$ cat config.mk
export PLATFORM = sky130hd
export DESIGN_NAME = writeback_arbiter
export DESIGN_NICKNAME = d
export VERILOG_FILES = /design/src/rtl/writeback_arbiter.sv
export SDC_FILE = /design/constraint.sdc
export NUM_CORES = 1
export LEC_CHECK = 0
export ABC_AREA = 1
export CORE_MARGIN = 3
export CORE_UTILIZATION = 59
export DETAILED_ROUTE_END_ITERATION = 7
export PLACE_DENSITY = 0.88
export SYNTH_ARGS = -nofsm -noshare
export SYNTH_HDL_FRONTEND = slang
export SYNTH_SLANG_ARGS = --single-unit
export TNS_END_PERCENT = 50
$ cat constraint.sdc
create_clock -name clk -period 3.39 [get_ports clk]
set_clock_uncertainty 0.05 [all_clocks]
set_input_delay 0.339 -clock clk [delete_from_list [all_inputs] [get_ports clk]]
set_output_delay 0.339 -clock clk [all_outputs]
set_load 0.01 [all_outputs]
$ cat src/rtl/writeback_arbiter.sv
// ---------------------------------------------------------------------------
// writeback_arbiter
//
// Write-side front end of the register file. Register writebacks from the ALU
// and from the load unit are merged into the single RF write port, at most one
// write per cycle. Each producer has a small FIFO with a valid/ready handshake.
// When both FIFOs hold entries, a round-robin arbiter chooses between them so
// that neither producer can starve. The pending_mask output lists every
// register that has a write queued or on the RF port, so operand fetch can
// stall on it.
//
// Ports
//   clk                   rising-edge clock
//   rst                   asynchronous, active-low reset
//   alu_valid/ready       ALU writeback handshake
//   alu_dest/data         ALU destination register and result
//   mem_valid/ready       load-unit writeback handshake
//   mem_dest/data         load destination register and data
//   rf_write_enable       registered write strobe to the register file
//   rf_write_destination  registered write index to the register file
//   rf_write_data         registered write data to the register file
//   pending_mask          bit r set while a write to register r is queued or
//                         is being driven on the RF port
//
// writeback_fifo (helper, same file)
//   A circular FIFO of {dest, data} entries. It also produces a one-hot OR of
//   the destinations of all occupied entries.
// ---------------------------------------------------------------------------

module writeback_fifo #(
    parameter int DATA_W = 16,
    parameter int ADDR_W = 3,
    parameter int DEPTH  = 2
) (
    input  logic                   clk,
    input  logic                   rst,
    input  logic                   push,
    input  logic                   pop,
    input  logic [ADDR_W-1:0]      push_dest,
    input  logic [DATA_W-1:0]      push_data,
    output logic                   full,
    output logic                   empty,
    output logic [ADDR_W-1:0]      head_dest,
    output logic [DATA_W-1:0]      head_data,
    output logic [2**ADDR_W-1:0]   occupied_mask
);

    localparam int IDX_W = $clog2(DEPTH);
    localparam int PTR_W = IDX_W + 1;

    logic [PTR_W-1:0]  wr_ptr;
    logic [PTR_W-1:0]  rd_ptr;
    logic [PTR_W-1:0]  count;
    logic [ADDR_W-1:0] dest_mem [DEPTH];
    logic [DATA_W-1:0] data_mem [DEPTH];

    // Each pointer carries one extra wrap bit. Equal pointers mean the FIFO is
    // empty. If the index bits match but the wrap bits differ, the writer is
    // one full lap ahead of the reader, so the FIFO is full.
    assign full      = (wr_ptr[IDX_W-1:0] == rd_ptr[IDX_W-1:0]) &&
                       (wr_ptr[PTR_W-1] != rd_ptr[PTR_W-1]);
    assign empty     = (wr_ptr == rd_ptr);
    assign count     = wr_ptr - rd_ptr;
    assign head_dest = dest_mem[rd_ptr[IDX_W-1:0]];
    assign head_data = data_mem[rd_ptr[IDX_W-1:0]];

    // Pointer bookkeeping. The pointers wrap naturally at 2**PTR_W, so a push
    // and a pop in the same cycle leave the occupancy unchanged.
    always_ff @(posedge clk or negedge rst) begin
        if (!rst) begin
            wr_ptr <= '0;
            rd_ptr <= '0;
        end else begin
            if (push && !full) begin
                wr_ptr <= wr_ptr + 1'b1;
            end
            if (pop && !empty) begin
                rd_ptr <= rd_ptr + 1'b1;
            end
        end
    end

    // The storage needs no reset. An entry is only seen by the rest of the
    // design once the pointers say that it is occupied.
    always_ff @(posedge clk) begin
        if (push && !full) begin
            dest_mem[wr_ptr[IDX_W-1:0]] <= push_dest;
            data_mem[wr_ptr[IDX_W-1:0]] <= push_data;
        end
    end

    // Walk the occupied slots, starting at the read pointer, and OR together
    // the one-hot form of each stored destination.
    always_comb begin
        occupied_mask = '0;
        for (int k = 0; k < DEPTH; k++) begin
            if (PTR_W'(k) < count) begin
                occupied_mask[dest_mem[rd_ptr[IDX_W-1:0] + IDX_W'(k)]] = 1'b1;
            end
        end
    end

endmodule

module writeback_arbiter #(
    parameter int DATA_W     = 16,
    parameter int ADDR_W     = 3,
    parameter int FIFO_DEPTH = 2
) (
    input  logic                   clk,
    input  logic                   rst,
    input  logic                   alu_valid,
    output logic                   alu_ready,
    input  logic [ADDR_W-1:0]      alu_dest,
    input  logic [DATA_W-1:0]      alu_data,
    input  logic                   mem_valid,
    output logic                   mem_ready,
    input  logic [ADDR_W-1:0]      mem_dest,
    input  logic [DATA_W-1:0]      mem_data,
    output logic                   rf_write_enable,
    output logic [ADDR_W-1:0]      rf_write_destination,
    output logic [DATA_W-1:0]      rf_write_data,
    output logic [2**ADDR_W-1:0]   pending_mask
);

    localparam int NREG = 2**ADDR_W;

    typedef enum logic {
        GRANT_ALU = 1'b0,
        GRANT_MEM = 1'b1
    } grant_t;

    grant_t            last_grant;
    logic              alu_full, alu_empty, mem_full, mem_empty;
    logic              alu_push, mem_push;
    logic              grant_alu, grant_mem;
    logic [ADDR_W-1:0] alu_head_dest, mem_head_dest;
    logic [DATA_W-1:0] alu_head_data, mem_head_data;
    logic [NREG-1:0]   alu_occupied, mem_occupied;

    // ready depends only on FIFO state. A pop in the same cycle does not
    // free a slot early, so there is no combinational path from the arbiter
    // back to the producers.
    assign alu_ready = !alu_full;
    assign mem_ready = !mem_full;
    assign alu_push  = alu_valid && alu_ready;
    assign mem_push  = mem_valid && mem_ready;

    // Round robin. A channel that is the only one with data always wins.
    // When both channels have data, the one that did not win last time gets
    // the grant.
    assign grant_alu = !alu_empty && (mem_empty || (last_grant == GRANT_MEM));
    assign grant_mem = !mem_empty && (alu_empty || (last_grant == GRANT_ALU));

    writeback_fifo #(
        .DATA_W (DATA_W),
        .ADDR_W (ADDR_W),
        .DEPTH  (FIFO_DEPTH)
    ) u_alu_fifo (
        .clk           (clk),
        .rst           (rst),
        .push          (alu_push),
        .pop           (grant_alu),
        .push_dest     (alu_dest),
        .push_data     (alu_data),
        .full          (alu_full),
        .empty         (alu_empty),
        .head_dest     (alu_head_dest),
        .head_data     (alu_head_data),
        .occupied_mask (alu_occupied)
    );

    writeback_fifo #(
        .DATA_W (DATA_W),
        .ADDR_W (ADDR_W),
        .DEPTH  (FIFO_DEPTH)
    ) u_mem_fifo (
        .clk           (clk),
        .rst           (rst),
        .push          (mem_push),
        .pop           (grant_mem),
        .push_dest     (mem_dest),
        .push_data     (mem_data),
        .full          (mem_full),
        .empty         (mem_empty),
        .head_dest     (mem_head_dest),
        .head_data     (mem_head_data),
        .occupied_mask (mem_occupied)
    );

    // Registered output stage and round-robin state. The granted head moves
    // into the RF port registers at the same edge that pops it. In a cycle
    // with no grant, the strobe drops and dest/data keep their last values.
    // After reset last_grant is MEM, so the ALU wins the first tie.
    always_ff @(posedge clk or negedge rst) begin
        if (!rst) begin
            rf_write_enable      <= 1'b0;
            rf_write_destination <= '0;
            rf_write_data        <= '0;
            last_grant           <= GRANT_MEM;
        end else if (grant_alu) begin
            rf_write_enable      <= 1'b1;
            rf_write_destination <= alu_head_dest;
            rf_write_data        <= alu_head_data;
            last_grant           <= GRANT_ALU;
        end else if (grant_mem) begin
            rf_write_enable      <= 1'b1;
            rf_write_destination <= mem_head_dest;
            rf_write_data        <= mem_head_data;
            last_grant           <= GRANT_MEM;
        end else begin
            rf_write_enable      <= 1'b0;
        end
    end

    // A register counts as pending while a write to it sits in either FIFO,
    // and also during the cycle in which that write is on the RF port.
    assign pending_mask = alu_occupied | mem_occupied |
                          (rf_write_enable ? (NREG'(1) << rf_write_destination) : '0);

endmodule
==> results.md <==
* Crit path DAT at around 2.5 ns
* Vias per cell at 5.51
* H-tree depth at 3
* YS warnings at 0
* Crit path kind: reg2out
* Synth cell count leaders: nand2_1 (144), edfxtp_1 (76), nand3_1 (73)
* Port Buf Inserts at 71
* Largest net degree at the start of global routing at 30
* Core Footprint at 7970 sq um
* Clock buffer depth at 2
* EDFF count, synth at 76
* Crit end category: output port
* CTS Root Buffer Type: clkbuf_8
* Drt wl/cell at around 16 microns
* Die area at ~9600 sq um
* Slew HR at 49.4%
* Setup TNS at 0 ns
* Power per Cell Area at approximately 1100 nW/um^2
* Syn Area/Cell at a little under 10 sq um
* Final Hold Fails at 0
* Nets at 634
* Final ANT Viol Nets at 0
* Crit path max fanout at 19
* First drt pass iteration count at 5
* Synth Flop Type: edfxtp_1
* Total GRT Usage at 24.3%
* Setup Viol. Count Final at 0
* Crit path launch type: register
* Peak VDD IR at about 630 uV
* Worst R2R Setup Slack at 0.82 ns
* FF-to-FF Start: u_alu_fifo.rd_ptr[0]
* Setup Fix Bufs, Post-CTS at 0
* PnR worst setup slack at between 0.4 and 0.5 ns
* Via count at 3841
* Post-synth top area cell: edfxtp_1
* Final Cycle Share at about 85%
* CP Capture Point: pending_mask[1]
* Proportion of layout cells with a drive suffix above 1 at 9.92%
* TritonCTS sink count at ~110
* Synth top area share at 45.6%
* CP startpoint: u_alu_fifo.rd_ptr[0]
* WL final at roughly 11000 microns
* CTS tree: done
* Worst path max stage delay at 0.73 ns
* Chip Width at 98.1 microns
* Initial Util at 62.8%
* R2R Path End: rf_write_data[7]
* Class of the worst hold path: in2async
* Site Rows at 32
* Initial antenna violation count at 0
* Die Y at 98.1 microns
* Yosys reg bits at roughly 110
* Iter 0 DRT Violations at between 200 and 300
* Maxcap violations at 0
* Cts repair resizes at 0
* Fillcell total at between 500 and 600
* Mapped Nets at 562
* Synth Instances at 518
* Hold buffer count at cts at 0
* Seq/Total Area, Yosys at approximately three fifths
* First-pass GRT wire length at 18500 microns
* Most used cell, CP: nand2_1
* Slew @ Worst Pin at approximately 0.76 ns
* Number of diodes at 0
* GP Congestion at around 0.9
* Lkg Pwr at roughly 0.0025 uW
* Placed Cells at 681
* Cell variety after synth at 25
* Reg2reg path depth at 6
* Fmax at approximately 0.35 GHz
* # IOs at 72
* Ordered cell list for the critical path: ha_1, inv_1, nand3_1, nand3_1, nand2_1, nand2_1, inv_1, nand2_1, clkdlybuf4s50_1
* Max-slew violation count at 0
* Synthesized area at 5000 sq um
* Share of flip-flops with an asynchronous set or reset at ~28%
* Crit path required time at 3.00 ns
* Unrepaired setup endpoints after global routing: no
* Cell with the most instances after synthesis: nand2_1
* Status: finished clean
* Area growth from synthesis to layout at 19.2%
* Skew-Pair Late Insertion Delay at 0.37 ns
* Vias in the first global route at 3915
* Area contributors post-synth: edfxtp_1 (46%), dfrtp_1 (14%), nand2_1 (11%)
* Non-Filler Instances at 697
* Fin crit period at slightly below 3 ns
* GRT overflow at 0
* Total CTS buffers at 9
* Detailed Place HPWL at 7860 microns
* Worst slack, placed at 0.878 ns
* # DRC at 0
* Slowest cell on crit path: dfrtp_1
* Worst-path clk slew at approximately 0.10 ns
-- metal layers --
| metal | wire length [microns] | part of all wire, % | GRT usage, % |
|---|---|---|---|
| met1 | 4350 | 39 | 28.4 |
| met2 | 6010 | 53 | 43.7 |
| met3 | 622 | 5.5 | 5.07 |
| met4 | 309 | 2.7 | 9.69 |
| met5 | 0 | 0 | 0 |
-- where the power goes --
part | switching, uW | total (uW) | leakage [uW] | internal, uW
combinational | 2160 | 3490 | 0.00141 | 1330
clock | 440 | 792 | 0.0000990 | 352
sequential | 270 | 2170 | 0.00103 | 1900
total | 2870 | 6450 | 0.00255 | 3580
-- sequential cells by signal, indices dropped and copies added (netlist names) --
signal and count:
u_alu_fifo.data_mem 32, u_mem_fifo.data_mem 32, rf_write_data 16, u_alu_fifo.dest_mem 6, u_mem_fifo.dest_mem 6, rf_write_destination 3
u_alu_fifo.rd_ptr 2, u_alu_fifo.wr_ptr 2, u_mem_fifo.rd_ptr 2, u_mem_fifo.wr_ptr 2, last_grant 1, rf_write_enable 1
-- kinds of logic (layout without fill, tap and decap cells) --
group,after synthesis,after routing,share of synthesized area (%)
AND/OR/NAND/NOR,293,293,25.2
buffers and inverters,62,139,6.28
XOR/XNOR,4,4,0.701
multiplexers,16,16,3.20
AO/OA/AOI/OAI,36,36,3.90
adder cells (fa/ha/maj),2,2,0.500
flip-flops,105,105,60.2
-- cells in the final DEF (no fill, tap or decap) --
cell type / n
nor3_1: 1
inv_1: 37
inv_6: 1
nand2_1: 144
dfstp_2: 1
nand3_2: 1
ha_1: 2
or2_2: 16
bufinv_16: 1
clkdlybuf4s50_1: 71
clkbuf_8: 9
o21ai_1: 7
clkinv_4: 2
a21oi_1: 3
nor2_1: 49
edfxtp_1: 76
inv_8: 1
buf_4: 10
nor2_2: 2
nand2_2: 5
inv_2: 5
mux2i_1: 16
xor2_1: 4
dfrtp_1: 28
o21ai_0: 22
nand3_1: 73
clkinvlp_4: 1
nand4_1: 2
o21ai_2: 4
clkbuf_1: 1
-- through the flow --
| stage | cell area [sq um] | utilization, % | total power [uW] | hold slack (ns) |
|---|---|---|---|---|
| CTS | 5960 | 74.8 | 6440 | 0.339 |
| detailed placement | 5760 | 72.3 | 5630 | 0.437 |
| global route | 5960 | 74.8 | 6940 | 0.356 |
| global placement | 5760 | 72.3 | 5500 | 0.433 |
| finish | 5960 | 74.8 | 6450 | 0.327 |
| floorplan | 5000 | - | 4540 | -0.00659 |
-- how the worst min path moves through the flow --
stage,from,to,cells past startpoint
floorplan,rst,rf_write_data[0],0
detailed placement,u_alu_fifo.wr_ptr[1],u_alu_fifo.wr_ptr[1],1
global route,rst,rf_write_data[6],2
finish,rst,rf_write_data[2],2
CTS,rst,rf_write_data[3],2
global placement,u_alu_fifo.wr_ptr[1],u_alu_fifo.wr_ptr[1],1
-- worst max-delay path, delay by kind of cell (launching register included) --
family	cells	cell delay, ns
buffers and inverters	3	0.57
AND/OR/NAND/NOR	5	0.55
adder cells (fa/ha/maj)	1	0.27
flip-flops	1	0.73
-- layout make-up --
cell class / instances / area (sq um) / share of cell area [%]
Clock buffer: 10 / 128 / 2.14
Clock inverter: 6 / 75.1 / 1.26
Inverter: 42 / 158 / 2.65
Multi-Input combinational cell: 351 / 1680 / 28.1
Sequential cell: 105 / 3010 / 50.5
Tap cell: 102 / 128 / 2.14
Timing Repair Buffer: 81 / 786 / 13.2
Note: power is estimated with default switching activity, not from simulation.
